[src/rtl/video_pkg.sv]
// Shared definitions for the multi-mode video timing generator: mode codes,
// the timing record, the per-sample record carried through the sync delay line,
// and the lookup that turns a mode code into its raster timing.
package video_pkg;

  localparam int VIDEO_CW = 12;

  localparam logic [1:0] MODE_640X480  = 2'd0;
  localparam logic [1:0] MODE_800X600  = 2'd1;
  localparam logic [1:0] MODE_1280X720 = 2'd2;
  localparam logic [1:0] MODE_CUSTOM   = 2'd3;

  // Horizontal and vertical terms in raster order: active, front porch, sync, back porch.
  typedef struct packed {
    logic [15:0] ha;
    logic [15:0] hfp;
    logic [15:0] hs;
    logic [15:0] hbp;
    logic [15:0] va;
    logic [15:0] vfp;
    logic [15:0] vs;
    logic [15:0] vbp;
    logic        hpol;
    logic        vpol;
  } timing_t;

  // One raster sample; the polarity bits travel with it so that a mode switch
  // never re-interprets samples still in flight.
  typedef struct packed {
    logic polH;
    logic polV;
    logic hs;
    logic vs;
    logic de;
  } sample_t;

  function automatic timing_t mode_timing(input logic [1:0] mode, input timing_t custom);
    timing_t t;
    case (mode)
      MODE_640X480: t = '{ha: 16'd640, hfp: 16'd16, hs: 16'd96, hbp: 16'd48,
                          va: 16'd480, vfp: 16'd10, vs: 16'd2, vbp: 16'd33,
                          hpol: 1'b0, vpol: 1'b0};
      MODE_800X600: t = '{ha: 16'd800, hfp: 16'd40, hs: 16'd128, hbp: 16'd88,
                          va: 16'd600, vfp: 16'd1, vs: 16'd4, vbp: 16'd23,
                          hpol: 1'b1, vpol: 1'b1};
      MODE_1280X720: t = '{ha: 16'd1280, hfp: 16'd110, hs: 16'd40, hbp: 16'd220,
                           va: 16'd720, vfp: 16'd5, vs: 16'd5, vbp: 16'd20,
                           hpol: 1'b1, vpol: 1'b1};
      default: t = custom;
    endcase
    return t;
  endfunction

endpackage

[src/rtl/vt_delay_line.sv]
// Fixed-depth shift register used to line up sync/DE with renderer latency.
// DEPTH = 0 turns it into a plain wire.
module vt_delay_line #(
  parameter int             W     = 5,
  parameter int             DEPTH = 1,
  parameter logic [W-1:0]   INIT  = '0
) (
  input  logic         clk,
  input  logic         resetn,
  input  logic [W-1:0] i_data,
  output logic [W-1:0] o_data
);

  generate
    if (DEPTH == 0) begin : g_bypass
      assign o_data = i_data;
    end else begin : g_shift
      logic [W-1:0] r_stage [DEPTH];

      // Advance one stage per clock; reset fills every stage with the idle sample
      always_ff @(posedge clk or negedge resetn) begin
        if (!resetn) begin
          for (int i = 0; i < DEPTH; i++) r_stage[i] <= INIT;
        end else begin
          r_stage[0] <= i_data;
          for (int i = 1; i < DEPTH; i++) r_stage[i] <= r_stage[i-1];
        end
      end

      assign o_data = r_stage[DEPTH-1];
    end
  endgenerate

endmodule

[src/rtl/video_timing_multi.sv]
// Runtime-selectable video timing generator. Raster counters run in the current
// mode; mode requests are held pending and only take effect at the frame boundary,
// so the display never sees a torn frame. Sync/DE pass through a delay line so they
// line up with the renderer's pixel output.
module video_timing_multi
  import video_pkg::*;
#(
  parameter int CW           = VIDEO_CW,
  parameter int DEFAULT_MODE = 0,
  parameter int PIPE_DELAY   = 1,
  parameter int C_HA         = 640,
  parameter int C_HFP        = 16,
  parameter int C_HS         = 96,
  parameter int C_HBP        = 48,
  parameter int C_VA         = 480,
  parameter int C_VFP        = 10,
  parameter int C_VS         = 2,
  parameter int C_VBP        = 33,
  parameter bit C_HPOL       = 1'b0,
  parameter bit C_VPOL       = 1'b0
) (
  input  logic          clk,
  input  logic          resetn,
  input  logic [1:0]    mode_req,
  input  logic          mode_req_valid,
  output logic [1:0]    mode_cur,
  output logic          mode_ack,
  output logic [CW-1:0] x,
  output logic [CW-1:0] y,
  output logic          hsync,
  output logic          vsync,
  output logic          de,
  output logic          line_start,
  output logic          frame_start,
  output logic [15:0]   frame_cnt
);

  localparam timing_t CUSTOM_TIM = '{ha: 16'(C_HA), hfp: 16'(C_HFP), hs: 16'(C_HS), hbp: 16'(C_HBP),
                                     va: 16'(C_VA), vfp: 16'(C_VFP), vs: 16'(C_VS), vbp: 16'(C_VBP),
                                     hpol: C_HPOL, vpol: C_VPOL};
  localparam logic [1:0] DEF_MODE    = 2'(DEFAULT_MODE);
  localparam timing_t    DEF_TIM     = mode_timing(DEF_MODE, CUSTOM_TIM);
  localparam sample_t    IDLE_SAMPLE = '{polH: DEF_TIM.hpol, polV: DEF_TIM.vpol,
                                         hs: 1'b0, vs: 1'b0, de: 1'b0};

  logic [CW-1:0] r_hCnt;
  logic [CW-1:0] r_vCnt;
  logic [1:0]    r_modeCur;
  logic [1:0]    r_modeStored;
  logic          r_pending;
  logic          r_ackPend;
  logic [15:0]   r_frameCnt;

  timing_t       w_tim;
  logic [CW-1:0] w_hActEnd;
  logic [CW-1:0] w_hSyncStart;
  logic [CW-1:0] w_hSyncEnd;
  logic [CW-1:0] w_hLast;
  logic [CW-1:0] w_vActEnd;
  logic [CW-1:0] w_vSyncStart;
  logic [CW-1:0] w_vSyncEnd;
  logic [CW-1:0] w_vLast;
  logic          w_hWrap;
  logic          w_boundary;
  logic          w_apply;
  logic          w_active;
  sample_t       w_rawSample;
  sample_t       w_dlySample;

  assign w_tim        = mode_timing(r_modeCur, CUSTOM_TIM);
  assign w_hActEnd    = CW'(w_tim.ha);
  assign w_hSyncStart = CW'(w_tim.ha + w_tim.hfp);
  assign w_hSyncEnd   = CW'(w_tim.ha + w_tim.hfp + w_tim.hs);
  assign w_hLast      = CW'(w_tim.ha + w_tim.hfp + w_tim.hs + w_tim.hbp - 16'd1);
  assign w_vActEnd    = CW'(w_tim.va);
  assign w_vSyncStart = CW'(w_tim.va + w_tim.vfp);
  assign w_vSyncEnd   = CW'(w_tim.va + w_tim.vfp + w_tim.vs);
  assign w_vLast      = CW'(w_tim.va + w_tim.vfp + w_tim.vs + w_tim.vbp - 16'd1);

  assign w_hWrap    = (r_hCnt == w_hLast);
  assign w_boundary = w_hWrap && (r_vCnt == w_vLast);
  // A strobe landing on the boundary itself wins over the old pending request
  // but must wait for the following boundary.
  assign w_apply    = w_boundary && r_pending && !mode_req_valid;
  assign w_active   = (r_hCnt < w_hActEnd) && (r_vCnt < w_vActEnd);

  assign w_rawSample = '{polH: w_tim.hpol,
                         polV: w_tim.vpol,
                         hs:   (r_hCnt >= w_hSyncStart) && (r_hCnt < w_hSyncEnd),
                         vs:   (r_vCnt >= w_vSyncStart) && (r_vCnt < w_vSyncEnd),
                         de:   w_active};

  // Raster position: h runs across the line, v steps each time h wraps
  always_ff @(posedge clk or negedge resetn) begin
    if (!resetn) begin
      r_hCnt <= '0;
      r_vCnt <= '0;
    end else if (w_hWrap) begin
      r_hCnt <= '0;
      r_vCnt <= (r_vCnt == w_vLast) ? '0 : r_vCnt + 1'b1;
    end else begin
      r_hCnt <= r_hCnt + 1'b1;
    end
  end

  // Capture mode requests and switch modes only between frames
  always_ff @(posedge clk or negedge resetn) begin
    if (!resetn) begin
      r_pending    <= 1'b0;
      r_modeStored <= DEF_MODE;
      r_modeCur    <= DEF_MODE;
      r_ackPend    <= 1'b0;
    end else begin
      r_ackPend <= w_apply;
      if (mode_req_valid) begin
        r_pending    <= 1'b1;
        r_modeStored <= mode_req;
      end else if (w_apply) begin
        r_pending <= 1'b0;
      end
      if (w_apply) r_modeCur <= r_modeStored;
    end
  end

  // Count completed frames; written every cycle so the count always reloads from itself
  always_ff @(posedge clk or negedge resetn) begin
    if (!resetn) begin
      r_frameCnt <= '0;
    end else begin
      r_frameCnt <= r_frameCnt + {15'd0, w_boundary};
    end
  end

  vt_delay_line #(
    .W     ($bits(sample_t)),
    .DEPTH (PIPE_DELAY),
    .INIT  (IDLE_SAMPLE)
  ) u_syncDelay (
    .clk    (clk),
    .resetn (resetn),
    .i_data (w_rawSample),
    .o_data (w_dlySample)
  );

  // Register every output; polarity is applied from the bit carried with each sample
  always_ff @(posedge clk or negedge resetn) begin
    if (!resetn) begin
      x           <= '0;
      y           <= '0;
      line_start  <= 1'b0;
      frame_start <= 1'b0;
      mode_ack    <= 1'b0;
      hsync       <= ~DEF_TIM.hpol;
      vsync       <= ~DEF_TIM.vpol;
      de          <= 1'b0;
    end else begin
      x           <= w_active ? r_hCnt : '0;
      y           <= w_active ? r_vCnt : '0;
      line_start  <= (r_hCnt == '0);
      frame_start <= (r_hCnt == '0) && (r_vCnt == '0);
      mode_ack    <= r_ackPend;
      hsync       <= w_dlySample.hs ^ ~w_dlySample.polH;
      vsync       <= w_dlySample.vs ^ ~w_dlySample.polV;
      de          <= w_dlySample.de;
    end
  end

  assign mode_cur  = r_modeCur;
  assign frame_cnt = r_frameCnt;

endmodule

[config.mk]
export PLATFORM = sky130hd
export DESIGN_NAME = video_timing_multi
export DESIGN_NICKNAME = d
export VERILOG_FILES = /design/src/rtl/video_pkg.sv /design/src/rtl/vt_delay_line.sv /design/src/rtl/video_timing_multi.sv
export SDC_FILE = /design/constraint.sdc
export NUM_CORES = 1
export LEC_CHECK = 0
export CORE_UTILIZATION = 50
export CTS_CLUSTER_SIZE = 16
export DETAILED_ROUTE_END_ITERATION = 12
export PLACE_DENSITY = 0.73
export SLEW_MARGIN = 20
export SYNTH_ARGS = -nofsm -noshare
export SYNTH_HDL_FRONTEND = slang
export SYNTH_HIERARCHICAL = 1
export SYNTH_SLANG_ARGS = --single-unit
[constraint.sdc]
create_clock -name clk -period 5.8 [get_ports clk]
set_clock_uncertainty 0.15 [all_clocks]
set_input_delay 0.58 -clock clk [delete_from_list [all_inputs] [get_ports clk]]
set_output_delay 0.58 -clock clk [all_outputs]
set_load 0.05 [all_outputs]
==> results.yml <==
setup_path:
  endpoint_kind: "register"
  crit_type: "register to register"
  worst_path_max_delay_cell: "ha_1"
  cp_cell_sequence: "inv_1, ha_1, inv_1, ha_1, nor4b_2, nand4_1, inv_1, ha_1, ha_1, nand2_1, or2_2, nor2_1, xor2_1"
  crit_top_cell: "ha_1"
  cpPeakStageDelay_ps: 700
  arrival_ps: 4650
  crit_buf_inv: 3
  worstSetupStartpointType: "register"
  cp_top_family: "adder cells"
  required_ps: 5930
  cp_max_fo: 18
clocking:
  clock_sinks: 81
  cts_setup_buffers: 0
  cts-resized-gates: 0
  root_buffer: "clkbuf_8"
  tritoncts: "done"
  htreeDepth: 3
  cts_buffers: 9
  cts.path.max_buffers: 2
  clk_latency_ps: 350
  clk_pin_slew_worst_paths_ps: 90
floorplan:
  dieArea_um2: 9140
  rows: 33
  core_area_um2: 8340
  initial_core_util: 0.526
  io_pins: 53
  die_h_um: 95.6
  die_w_um: 95.6
timing:
  finalHoldViolCount: 0
  setup_viol: 0
  drv_slew: 0
  worst_pin_slew_ps: 855
  fin_ws_ps: 1270
  rsz0062_at_grt: "no"
  fin_setup_tns_ps: 0
  timing.fmax_ghz: 0.221
  finalCriticalPeriod_ps: 4530
  slew_headroom: 0.430
  timing.final.crit_share: 0.780
finish:
  nets: 527
  syn2layout_area_growth_pct: 18.9
  antenna_cells: 0
  utilization: 0.625
  drive_gt1_frac: 0.0726
detailed_routing:
  drt-total-wl_mm: 9.42
  drc: 0
  dr.pass1.iters: 4
  ant_nets: 0
  drt-initial-drc-count: 198
  routed_via_density: 5.59
  num_vias: 3280
  wl_per_cell_um: 16.0
placed_design:
  place_ws_ps: 1340
  io_buffers: 52
  place_congestion: 0.858
  dp_hpwl_mm: 6.59
power:
  intPower_uw: 745
  power_frac_seq: 0.579
  p_comb_frac: 0.024
  pwr_density_cell_nw_per_um2: 188
  p_clk_frac: 0.396
  peakVddDrop_mv: 0.0888
  leakagePower_nw: 2.36
  swShare: 0.240
  switching_power_uw: 235
global_route:
  grt_pass1_vias: 3267
  overflow: 0
  grt_max_degree: 82
  grt_usage: 0.223
  grt_pass1_wl_mm: 15.6
  antenna_found_initial: 0
logic_synthesis:
  syn_area_per_cell_um2: 10.3
  synth_top_area_share: 0.451
  synth_ff_type: "dfrtp_1"
  synth_area_um2: 4380
  ys_warn_count: 6
  synth_edf_count: 0
  synthArstFlopShare: 1.00
  ys_seq_area_frac: 0.463
  yosysTopAreaCell: "dfrtp_1"
  syn_inst: 424
  synth_area_leaders: "dfrtp_1 (45%), ha_1 (13%), xnor2_1 (3.8%)"
  ys_ff_latch: 81
  ys_types: 56
status:
  status: "finished clean"
hold_path:
  hp-class: "register to register"
flow_run:
  cap_violations: 0
## synth_stat cells, types with 2 or more instances
master and n:
a2111oi_0 3, a21boi_0 3, a21o_1 4, a21oi_1 24, a22o_1 2, and2_1 20
and3_1 10, buf_2 4, clkbuf_1 11, dfrtp_1 79, dfstp_2 2, ha_1 45
inv_1 20, maj3_1 2, mux2_1 2, mux2_2 2, nand2_1 25, nand2b_1 7
nand3_1 22, nand3b_1 3, nand4_1 12, nor2_1 21, nor3_1 7, nor4_1 4
nor4b_1 2, o21a_1 2, o21ai_0 18, o22ai_1 2, o311a_1 2, o31ai_1 3
or2_2 2, or3_1 3, or3b_2 2, xnor2_1 19, xor2_1 14
## logic make-up after synthesis
family,synth area share
and+or+nand+nor,0.192
DFF,0.463
other,0.000856
adders and majority gates,0.133
buffers and inverters,0.0337
muxes,0.0103
xor gates and xnor gates,0.0659
AOI/OAI and AO/OA,0.101
## layout by cell type (no fill, tap or decap), types with 14 or more instances in the layout
master	instances
dfrtp_1	79
clkdlybuf4s50_1	51
ha_1	45
nand2_1	25
a21oi_1	24
nand3_1	22
nor2_1	21
inv_1	20
and2_1	20
xnor2_1	19
o21ai_0	18
xor2_1	14
## final cells by class
| cell class | instances | area (um^2) |
|---|---|---|
| Multi-Input combinational cell | 309 | 2220 |
| Tap cell | 105 | 131 |
| Inverter | 20 | 75.1 |
| Clock buffer | 10 | 138 |
| Sequential cell | 81 | 2030 |
| Clock inverter | 6 | 48.8 |
| Timing Repair Buffer | 56 | 571 |
| Fill cell | 684 | 3130 |
## worst paths after layout
path | from | to | slack, ps | cells after the start
hold reg to reg | r_ackPend | mode_ack | 200 | 0
hold / removal | r_ackPend | mode_ack | 200 | 0
max in group asynchronous | resetn | vsync | 4370 | 3
setup / recovery | mode_cur[0] | frame_cnt[14] | 1270 | 13
min in group asynchronous | resetn | x[11] | 510 | 2
setup reg to reg | mode_cur[0] | frame_cnt[14] | 1270 | 13
## power groups by stage
stage               clock network [mW]  logic [mW]  registers [mW]
floorplan                            0     0.00205           0.583
global placement                     0      0.0218           0.579
detailed placement                   0      0.0221           0.579
CTS                              0.397      0.0222           0.568
global route                     0.416      0.0271           0.568
finish                           0.388      0.0239           0.568
## metrics by stage
step / total power [mW] / hold WS (ps) / std cells / instance area [um^2]
6_report: 0.980 / 203 / 587 / 5210
5_1_grt: 1.01 / 215 / 587 / 5210
4_1_cts: 0.987 / 205 / 585 / 5170
3_5_place_dp: 0.601 / 186 / 569 / 4990
3_3_place_gp: 0.601 / 184 / 569 / 4990
2_1_floorplan: 0.585 / 134 / 426 / 4390
## state kept, by name (all words and copies together) (netlist names), 2 cells and up
register,cells
r_hCnt,12
y,12
u_syncDelay/o_data,5
r_vCnt,12
x,12
mode_cur,2
frame_cnt,16
r_modeStored,2
## metal layers
metal  up-vias  global-route usage  share of wire  wire length [um]
li1       1600                   -              -                 -
met2        99               0.355           0.46              4370
met5         -                   0              0                 0
met1      1567               0.300           0.47              4400
met4         0              0.0771          0.017               164
met3        14              0.0518          0.051               481
## worst register-to-register path: stages, from the launching register on
cell and delay [ps]:
dfrtp_1 420, inv_1 90, ha_1 700, inv_1 440, ha_1 440, nor4b_2 620
nand4_1 290, inv_1 130, ha_1 230, ha_1 250, nand2_1 100, or2_2 320
nor2_1 130, xor2_1 140
## repair_timing
item,in CTS,in global routing
endpoints found under the setup margin,0,0
hold buffers,0,1
hold endpoints to repair,0,23
Note: power is estimated with default switching activity, not from simulation.
